<file path="src/rtl/i2s_dac_tx.sv">
// I2S DAC transmitter: buffers stereo sample pairs in a small FIFO and serializes them with generated BCLK/LRCK.
// Optional `HOLD_LAST_EN: underrun frames repeat the last popped pair instead of sending zeros.
module i2s_dac_tx #(
  parameter int DATA_W     = 24,
  parameter int FIFO_DEPTH = 4,
  parameter int BCLK_DIV   = 16
) (
  input  logic              CLOCK_50,
  input  logic              reset_n,
  input  logic              write,
  input  logic [DATA_W-1:0] writedata_left,
  input  logic [DATA_W-1:0] writedata_right,
  output logic              write_ready,
  output logic              AUD_BCLK,
  output logic              AUD_DACLRCK,
  output logic              AUD_DACDAT,
  output logic              underrun
);

  localparam int AW = $clog2(FIFO_DEPTH);
  localparam int DW = $clog2(BCLK_DIV);

  typedef enum logic {
    LEFT  = 1'b0,
    RIGHT = 1'b1
  } slot_t;

  slot_t             state;
  logic [DW-1:0]     div_cnt;
  logic [5:0]        bit_cnt;
  logic [5:0]        next_bit;
  logic              started;
  logic              bclk_tick;
  logic              bclk_fall;
  logic              frame_start;
  logic              data_bit;
  logic              shift_en;

  logic [DATA_W-1:0] mem_l [FIFO_DEPTH];
  logic [DATA_W-1:0] mem_r [FIFO_DEPTH];
  logic [AW-1:0]     wr_ptr;
  logic [AW-1:0]     rd_ptr;
  logic [AW:0]       count;
  logic [AW:0]       count_next;
  logic              fifo_empty;
  logic              push;
  logic              pop;

  logic [DATA_W-1:0] left_sr;
  logic [DATA_W-1:0] right_sr;
`ifdef HOLD_LAST_EN
  logic [DATA_W-1:0] last_l;
  logic [DATA_W-1:0] last_r;
`endif

  always_comb begin
    bclk_tick = (div_cnt == DW'(BCLK_DIV - 1));
    bclk_fall = bclk_tick && AUD_BCLK;
    next_bit  = bit_cnt + 6'd1;
    // The first cycle after reset release is treated as a frame start, so the
    // frame that restarts on release is a real frame with its own pop/underrun.
    frame_start = !started || (bclk_fall && (next_bit == 6'd0));
    data_bit    = (next_bit[4:0] != 5'd0) && (next_bit[4:0] <= 5'(DATA_W));
    shift_en    = bclk_fall && data_bit;
    fifo_empty  = (count == '0);
    push        = write && write_ready;
    pop         = frame_start && !fifo_empty;
    count_next  = count + (AW+1)'(push) - (AW+1)'(pop);
  end

  always_ff @(posedge CLOCK_50 or negedge reset_n) begin
    if (!reset_n) begin
      div_cnt  <= '0;
      AUD_BCLK <= 1'b0;
    end else if (bclk_tick) begin
      div_cnt  <= '0;
      AUD_BCLK <= ~AUD_BCLK;
    end else begin
      div_cnt  <= div_cnt + DW'(1);
    end
  end

  always_ff @(posedge CLOCK_50) begin
    if (push) begin
      mem_l[wr_ptr] <= writedata_left;
      mem_r[wr_ptr] <= writedata_right;
    end
  end

  always_ff @(posedge CLOCK_50 or negedge reset_n) begin
    if (!reset_n) begin
      wr_ptr      <= '0;
      rd_ptr      <= '0;
      count       <= '0;
      write_ready <= 1'b1;
    end else begin
      if (push) wr_ptr <= wr_ptr + AW'(1);
      if (pop)  rd_ptr <= rd_ptr + AW'(1);
      count       <= count_next;
      write_ready <= (count_next != (AW+1)'(FIFO_DEPTH));
    end
  end

  always_ff @(posedge CLOCK_50 or negedge reset_n) begin
    if (!reset_n) begin
      state       <= LEFT;
      bit_cnt     <= '0;
      started     <= 1'b0;
      AUD_DACLRCK <= 1'b0;
      AUD_DACDAT  <= 1'b0;
      underrun    <= 1'b0;
      left_sr     <= '0;
      right_sr    <= '0;
`ifdef HOLD_LAST_EN
      last_l      <= '0;
      last_r      <= '0;
`endif
    end else begin
      started  <= 1'b1;
      underrun <= frame_start && fifo_empty;

      if (frame_start) begin
        if (!fifo_empty) begin
          left_sr  <= mem_l[rd_ptr];
          right_sr <= mem_r[rd_ptr];
`ifdef HOLD_LAST_EN
          last_l   <= mem_l[rd_ptr];
          last_r   <= mem_r[rd_ptr];
`endif
        end else begin
`ifdef HOLD_LAST_EN
          left_sr  <= last_l;
          right_sr <= last_r;
`else
          left_sr  <= '0;
          right_sr <= '0;
`endif
        end
      end else if (shift_en) begin
        if (next_bit[5]) right_sr <= right_sr << 1;
        else             left_sr  <= left_sr << 1;
      end

      if (bclk_fall) begin
        bit_cnt <= next_bit;
        unique case (state)
          LEFT: if (bit_cnt == 6'd31) begin
            state       <= RIGHT;
            AUD_DACLRCK <= 1'b1;
          end
          RIGHT: if (bit_cnt == 6'd63) begin
            state       <= LEFT;
            AUD_DACLRCK <= 1'b0;
          end
          default: begin
            state       <= LEFT;
            AUD_DACLRCK <= 1'b0;
          end
        endcase
        // Slot bit 0 and the padding bits after the LSB are always zero.
        if (data_bit) AUD_DACDAT <= next_bit[5] ? right_sr[DATA_W-1] : left_sr[DATA_W-1];
        else          AUD_DACDAT <= 1'b0;
      end
    end
  end

endmodule

</file>
<file path="config.mk">
export PLATFORM = sky130hd
export DESIGN_NAME = i2s_dac_tx
export DESIGN_NICKNAME = d
export VERILOG_FILES = /design/src/rtl/i2s_dac_tx.sv
export SDC_FILE = /design/constraint.sdc
export NUM_CORES = 1
export LEC_CHECK = 0
export CAP_MARGIN = 20
export CORE_ASPECT_RATIO = 0.8
export CORE_UTILIZATION = 46
export CTS_CLUSTER_SIZE = 28
export DETAILED_ROUTE_END_ITERATION = 8
export GPL_ROUTABILITY_DRIVEN = 0
export SETUP_SLACK_MARGIN = 0.1
export SLEW_MARGIN = 25
export SYNTH_ARGS = -nofsm -noshare
export SYNTH_HDL_FRONTEND = slang
export SYNTH_SLANG_ARGS = --single-unit
</file>
<file path="constraint.sdc">
create_clock -name CLOCK_50 -period 4.84 [get_ports CLOCK_50]
set_input_delay 0.484 -clock CLOCK_50 [delete_from_list [all_inputs] [get_ports CLOCK_50]]
set_output_delay 0.484 -clock CLOCK_50 [all_outputs]
set_load 0.005 [all_outputs]
</file>
==> summary.md <==
| Metric | Value |
|---|---|
| Status | finished, violations left |
| Failing checks | negative hold slack |
| Die area | 23600 um2 |
| Post-synthesis adder-cell area fraction | 1.25% |
| Largest delay contributor family on the critical path | adder cells |
| Postcts setup bufs | 0 |
| CTS resizes | 0 |
| Mapped cell area | 10600 um2 |
| Synth Area in Compound Gates | 1.02% |
| Detailed placement HPWL | 11.2 mm |
| # rows | 49 |
| Max Clock Freq | 349 MHz |
| NumNets Final | 693 |
| Buf/Inv on CP | 1 |
| Setup violations, final | 0 |
| Vias in the first global route | 5431 |
| Worst Hold Class | input pin to async pin |
| Post-synthesis mux area share | 19.3% |
| Min Tclk post-route | 2860 ps |
| Total chip power | 6.92 mW |
| Via count | 5020 |
| GRT Resource Usage Total | 17.4% |
| Unrepaired setup endpoints after global routing | false |
| Cell mode on critical path | ha_1 |
| CP Class | flop to flop |
| Worst VDD drop | 329 uV |
| Area share of xor/xnor cells in the synthesized design | 1.07% |
| Setup_tns | 0 ps |
| Top_reg_cell synth | edfxtp_1 |
| Root Buffer | clkbuf_16 |
| Max Clock Skew | 8.72 ps |
| Hold buffers post-CTS | 0 |
| CP max FO | 6 |
| Die Span X | 172 um |
| Layout area overhead | 15.9% |
| Most frequent cell after synthesis | edfxtp_1 |
| Area leader, netlist | edfxtp_1 |
| Yosys reg bits | 264 |
| Largest net degree at the start of global routing | 73 |
| Final ANT Viol Nets | 0 |
| Synth top area share | 54.4% |
| Maximum root-to-sink buffer count | 3 |
| Clk_lat worst skew | 520 ps |
| Place WS | 1970 ps |
| CP peak stage delay | 430 ps |
| Worst hold slack | -18.0 ps |
| Starting Density | 46.9% |
| Tightest Pin Transition | 976 ps |
| CP max stage cell | fa_1 |
| Fraction of layout cells with a size suffix above 1 | 16.9% |
| Post-Synth Simple-Gate Area | 3.79% |
| Synth area leaders | edfxtp_1 54%, dfrtp_1 17%, mux4_2 10% |
| Drt initial violations | 276 |
| Netlist cell types | 44 |
| Synthesized area per cell | 18.6 um2 |
| Warnings, synthesis | 0 |
| Main combinational cell family by area after synthesis | multiplexers |
| Part of the cycle the worst path needs | 59.2% |
| Reg clk slew, reported paths | 60 ps |
| First-pass GRT wire length | 30.6 mm |
| Total gr overflow | 0 |
| Pins Over Slew Limit | 0 |
| Fin. Hold Viols | 21 |
| Data required, critical path | 5280 ps |
| Clk sinks | 264 |
| Arrival time at the worst endpoint | 3310 ps |
| # DRC | 0 |
| Mapped Nets | 631 |
| Worst R2R Start | div_cnt[0] |
| R2r setup slk | 1980 ps |
| Top Ports | 56 |
| Port Buffers | 55 |
| Most common library cells after synthesis | 192 x edfxtp_1, 95 x mux2i_1, 71 x dfrtp_1 |
| CP Launch Type | flop |
| Number of antenna violations at the first check in global routing | 0 |
| Antenna Diode Count | 0 |
| Critical R2R Capture | write_ready |
| Synth Instances | 570 |
| Worst Slack Setup Final | 1980 ps |
| Total wire length | 19.2 mm |
| Drt pass-1 iters | 4 |
| TritonCTS Buffers | 27 |
| Drt wl/cell | 20.0 um |
| Via density | 5.24 |
| Seq/Total Area, Yosys | 71.5% |
| Crit-path cells | ha_1, and4_1, and2_4, o2111ai_4, a21boi_1, ha_1, inv_1, ha_1, fa_1, nor2_1, nand2_1 |
| Async SR Flop Fraction | 27.3% |
| Max-Cap Viols | 0 |
| Critical Path End Type | flop |
| Worst-case reg-to-reg path depth | 11 |
| EDFF count, synth | 192 |
| Die Height | 138 um |
| Lkg Pwr | 4.62 nW |
| Core Box Area | 22600 um2 |
| Relative slew margins | 34.9% |
| CTS tree | built |
| Cell Pwr Density | 564 nW/um2 |
| H-tree levels | 1 |
==> final cells by class <==
type,count,area (um2)
timing repair buffer,63,624
sequential,264,7570
multi-input combinational,268,2810
fill,1810,10300
clock buffer,36,719
clock inverter,13,135
tap,306,383
inverter,8,30.0
==> cells in the final DEF, fill, tap and decap left out, types with 8 or more instances in the layout <==
cell type / n
clkbuf_1: 8
clkbuf_16: 27
clkdlybuf4s50_1: 54
dfrtp_1: 69
edfxtp_1: 192
ha_1: 9
inv_1: 8
mux2i_1: 95
mux4_2: 48
nand2_1: 59
xnor2_1: 8
==> worst max-delay path by stage <==
stage | end | startpoint | depth (start not counted) | slack, ps
2_1_floorplan | write_ready | div_cnt[0] | 12 | 2280
3_3_place_gp | write_ready | div_cnt[0] | 11 | 2100
3_5_place_dp | write_ready | div_cnt[0] | 11 | 1970
4_1_cts | write_ready | div_cnt[0] | 11 | 1950
5_1_grt | write_ready | div_cnt[0] | 11 | 1760
6_report | write_ready | div_cnt[0] | 11 | 1980
==> power by group <==
| group | internal (mW) | total [mW] | switching, mW |
|---|---|---|---|
| Sequential | 3.03 | 3.34 | 0.317 |
| Clock | 1.20 | 2.01 | 0.816 |
| Combinational | 0.800 | 1.56 | 0.762 |
| Total | 5.02 | 6.92 | 1.90 |
==> registers in the layout, summed over array words and instances (netlist names) <==
signal       cells
left_sr         24
underrun         1
mem_r           96
AUD_DACDAT       1
write_ready      1
right_sr        24
div_cnt          4
wr_ptr           2
AUD_BCLK         1
started          1
rd_ptr           2
bit_cnt          6
mem_l           96
count            3
AUD_DACLRCK      1
state            1
==> layer usage <==
metal  track usage [%]  wire, um  vias up  share of wire (%)
met1              24.5      8860     2593                 46
met4              4.07       344        0                1.8
met2              28.5      9230       81                 48
met5                 0         0        -                  0
met3              2.76       746       26                3.9
li1                  -         -     2320                  -
==> per-stage QoR <==
stage	instance area, um2	hold slack [ps]	utilization [%]	std cells
floorplan	10600	188	-	570
global placement	11400	460	50.5	908
detailed placement	11400	482	50.6	909
CTS	12300	140	54.4	958
global route	12300	32.1	54.4	958
finish	12300	-18.0	54.4	958
==> cell families (layout without fill, tap and decap cells) <==
family                   Yosys count  count (layout)
AO/OA/AOI/OAI                     15              15
XOR/XNOR                          13              13
adder cells (fa/ha/maj)           10              10
buffers and inverters             38             120
flip-flops                       264             264
multiplexers                     144             144
other                              1               1
AND/OR/NAND/NOR                   85              85
No activity file was read; power rests on OpenSTA's default activity.
==> RTL edit 1: new RTL, config.mk and constraints unchanged <==
Reset style: synchronous (`reset_n`), changed in 3 clocked blocks.
--- a/src/rtl/i2s_dac_tx.sv
+++ b/src/rtl/i2s_dac_tx.sv
@@ -70,3 +70,3 @@
 
-  always_ff @(posedge CLOCK_50 or negedge reset_n) begin
+  always_ff @(posedge CLOCK_50) begin
     if (!reset_n) begin
@@ -89,3 +89,3 @@
 
-  always_ff @(posedge CLOCK_50 or negedge reset_n) begin
+  always_ff @(posedge CLOCK_50) begin
     if (!reset_n) begin
@@ -103,3 +103,3 @@
 
-  always_ff @(posedge CLOCK_50 or negedge reset_n) begin
+  always_ff @(posedge CLOCK_50) begin
     if (!reset_n) begin
Behaviour: differs if reset_n is asserted again (counterexample within 4 cycles, from zero or initial values and one cycle with reset_n low); with reset_n held inactive, the same outputs for 10 cycles.
==> RTL edit 1 against the original RTL <==
- synthesized area down 3.4%
- design area down 2.2%
- sequential cell count up 2
- worst setup slack worse by 0.30 ns
- wire length down 6.3%
- global-route usage down 0.84 points
- non-clock buffer count up 1
- total power down 13%
==> RTL edit 1: results (changes against the original RTL) <==
Pwr
  • Logic pwr share: 17.2% (was 22.6%)
  • Leakage power: 4.17 nW (was 4.62 nW)
  • Int Pwr: 4.55 mW (was 5.02 mW)
  • Worst IR Drop VDD: 271 uV (was 329 uV)
  • Clock Power Share: 33.6% (was 29.1%)

Drt
  • Met1 Wirelength: 8.14 mm (was 8.86 mm)
  • Met2 wire len: 8.81 mm (was 9.23 mm)
  • Vias after detailed routing: 5104 (was 5020)
  • Met3 wire len: 652 um (was 746 um)

Worst setup path
  • Data arrival time of the critical path: 3.59 ns (was 3.31 ns)
  • R2R Setup Slk: 1.67 ns (was 1.98 ns)
  • Worst setup endpoint: write_ready$_SDFF_PN1_ (was write_ready$_DFF_PN1_)
  • CP startpoint: div_cnt[0]$_SDFF_PP0_ (was div_cnt[0]$_DFF_PN0_)

Global routing
  • Gr usage total: 16.5% (was 17.4%)
  • Vias in the first global route: 5433 (was 5431)
  • Largest net degree at the start of global routing: 49 (was 73)
  • First-pass GRT wire length: 28.9 mm (was 30.6 mm)
  • Met3 global-route usage: 2.98% (was 2.76%)
  • Met1 GRT Util: 22.0% (was 24.5%)

Place
  • DP HPWL: 10.6 mm (was 11.2 mm)

Clock network
  • TritonCTS Buffers: 26 (was 27)

Synth
  • Top post-synthesis cells by count: 192 x edfxtp_1, 74 x dfxtp_1, 56 x inv_1 (was 192 x edfxtp_1, 95 x mux2i_1, 71 x dfrtp_1)
  • Compound-cell area share of the yosys netlist: 5.26% (was 1.02%)
  • Syn_nets: 652 (was 631)
  • Seq/Total Area, Yosys: 70.8% (was 71.5%)
  • Post-synthesis xor/xnor area fraction: 0.941% (was 1.07%)
  • Yosys cell types: 41 (was 44)
  • Post-Synth Adder-Cell Area: 1.30% (was 1.25%)

Finish
  • Share of layout cells above drive strength 1: 18.7% (was 16.9%)
  • Final Net Count: 715 (was 693)
  • Fill count: 1672 (was 1810)

Run status
  • Status: finished, final reports clean (was finished, violations left)

Timing
  • Worst Skew: 0.0171 ns (was 0.00872 ns)
[RTL edit 1: changes by cell type after synthesis, moves of 20 or more]
| cell | delta |
|---|---|
| dfxtp_1 | +74 |
| dfrtp_1 | -71 |
| inv_1 | +48 |
| mux2i_1 | -46 |
| nand2_1 | -44 |
| o22ai_1 | +27 |
| o22ai_2 | +20 |
[RTL edit 1: stage by stage]
stage | setup WS, ns | total power, mW | hold slack [ns] | cell area [um^2] | std cells
finish | 1.67 | 6.04 | 0.481 | 12000 | 974
global route | 1.43 | 6.33 | 0.496 | 12000 | 974
CTS | 1.68 | 6.12 | 0.479 | 12000 | 974
detailed placement | 1.70 | 4.08 | 0.470 | 11100 | 926
global placement | 1.90 | 4.03 | 0.440 | 11100 | 925
floorplan | 2.05 | 3.76 | 0.431 | 10200 | 591
[RTL edit 1: cell type report]
type	instances	share of cell area (%)
clock buffer	32	5.69
clock inverter	16	1.61
inverter	56	1.75
multi-input combinational	240	22.2
sequential	266	60.4
tap	300	3.13
timing repair buffer	64	5.25
==> RTL edit 2: new RTL, same flow settings <==
Made on the original files. The parameter `BCLK_DIV` goes from 16 to 32.
--- a/src/rtl/i2s_dac_tx.sv
+++ b/src/rtl/i2s_dac_tx.sv
@@ -5,3 +5,3 @@
   parameter int FIFO_DEPTH = 4,
-  parameter int BCLK_DIV   = 16
+  parameter int BCLK_DIV   = 32
 ) (
Formal check against the unedited RTL: no difference found for any inputs over 10 cycles, from zero or initial values and one cycle with reset_n low; that may be too few to reach the edited logic, so the function may still have changed.
==> RTL edit 2 against the original RTL <==
- the run still ends with negative hold slack left
- first-iteration DRC count grew 19%
- design area grew 0.37%
- wire length shrank 1.1%
- final cell count grew 2.1%
- synthesized area grew 0.32%
- worst setup slack lost 0.13 ns
- count of clock-buffer cells in the layout grew 3
- total power shrank 0.96%
- sequential cell count grew 1
- largest cell class unchanged
- highest routed layer unchanged
==> RTL edit 2: results (changes against the original RTL) <==
Finish
  • Fin util: 54.6% (was 54.4%)
  • Share of layout cells above drive strength 1: 18.6% (was 16.9%)
  • Fill count: 1837 (was 1810)

Pwr
  • Reg power frac: 48.9% (was 48.3%)
  • P per Cell Area: 556 mW/mm^2 (was 564 mW/mm^2)
  • Switching Share: 27.9% (was 27.4%)

Timing
  • Worst Skew: 0.00750 ns (was 0.00872 ns)
  • Final Cycle Share: 62.0% (was 59.2%)
  • Final Hold Vio Count: 16 (was 21)
  • Final hold slack: -0.0219 ns (was -0.0180 ns)
  • Relative slew slack: 33.5% (was 34.9%)

Place
  • Inst Count DP: 928 (was 909)
  • DP HPWL: 11.3 mm (was 11.2 mm)
  • Placed inst area: 0.0115 mm^2 (was 0.0114 mm^2)

Worst setup path
  • CP max-delay cell: dfrtp_1 (was fa_1)
  • Data arrival time of the critical path: 3.45 ns (was 3.31 ns)

Global routing
  • Grt met2 use: 27.4% (was 28.5%)
  • Vias in the first global route: 5623 (was 5431)

Drt
  • Met3 wire len: 662 um (was 746 um)
  • Total Wirelength: 19.0 mm (was 19.2 mm)
  • DR vias/cell: 5.32 (was 5.24)
  • Vias after detailed routing: 5202 (was 5020)

Run status
  • Violated checks: negative hold slack (unchanged)
  • Status: finished, violations left (unchanged)

Synth
  • Compound-cell area share of the yosys netlist: 2.64% (was 1.02%)
  • Syn_nets: 650 (was 631)
## RTL edit 2: cell families (layout without fill, tap and decap cells)
group / after synthesis / count (layout)
flip-flops: 265 / 265
buffers and inverters: 49 / 133
AO/OA/AOI/OAI: 45 / 45
adder cells (fa/ha/maj): 11 / 11
multiplexers: 120 / 120
XOR/XNOR: 14 / 14
AND/OR/NAND/NOR: 83 / 83
other: 1 / 1
## RTL edit 2: final cells by class
| type | count | area share (%) |
|---|---|---|
| Sequential cell | 265 | 61.7 |
| Multi-Input combinational cell | 274 | 22.9 |
| Clock buffer | 39 | 6.01 |
| Timing Repair Buffer | 65 | 5.09 |
| Tap cell | 306 | 3.11 |
| Clock inverter | 11 | 0.690 |
| Inverter | 18 | 0.548 |
## RTL edit 2: critical path: cells and delay by family, from the launching register on
kind / cells / cell delay, ns
fa+ha+maj: 5 / 1.32
simple gates: 5 / 0.87
buf+inv: 1 / 0.03
xor+xnor: 1 / 0.22
flops: 1 / 0.40
compound gates: 1 / 0.08
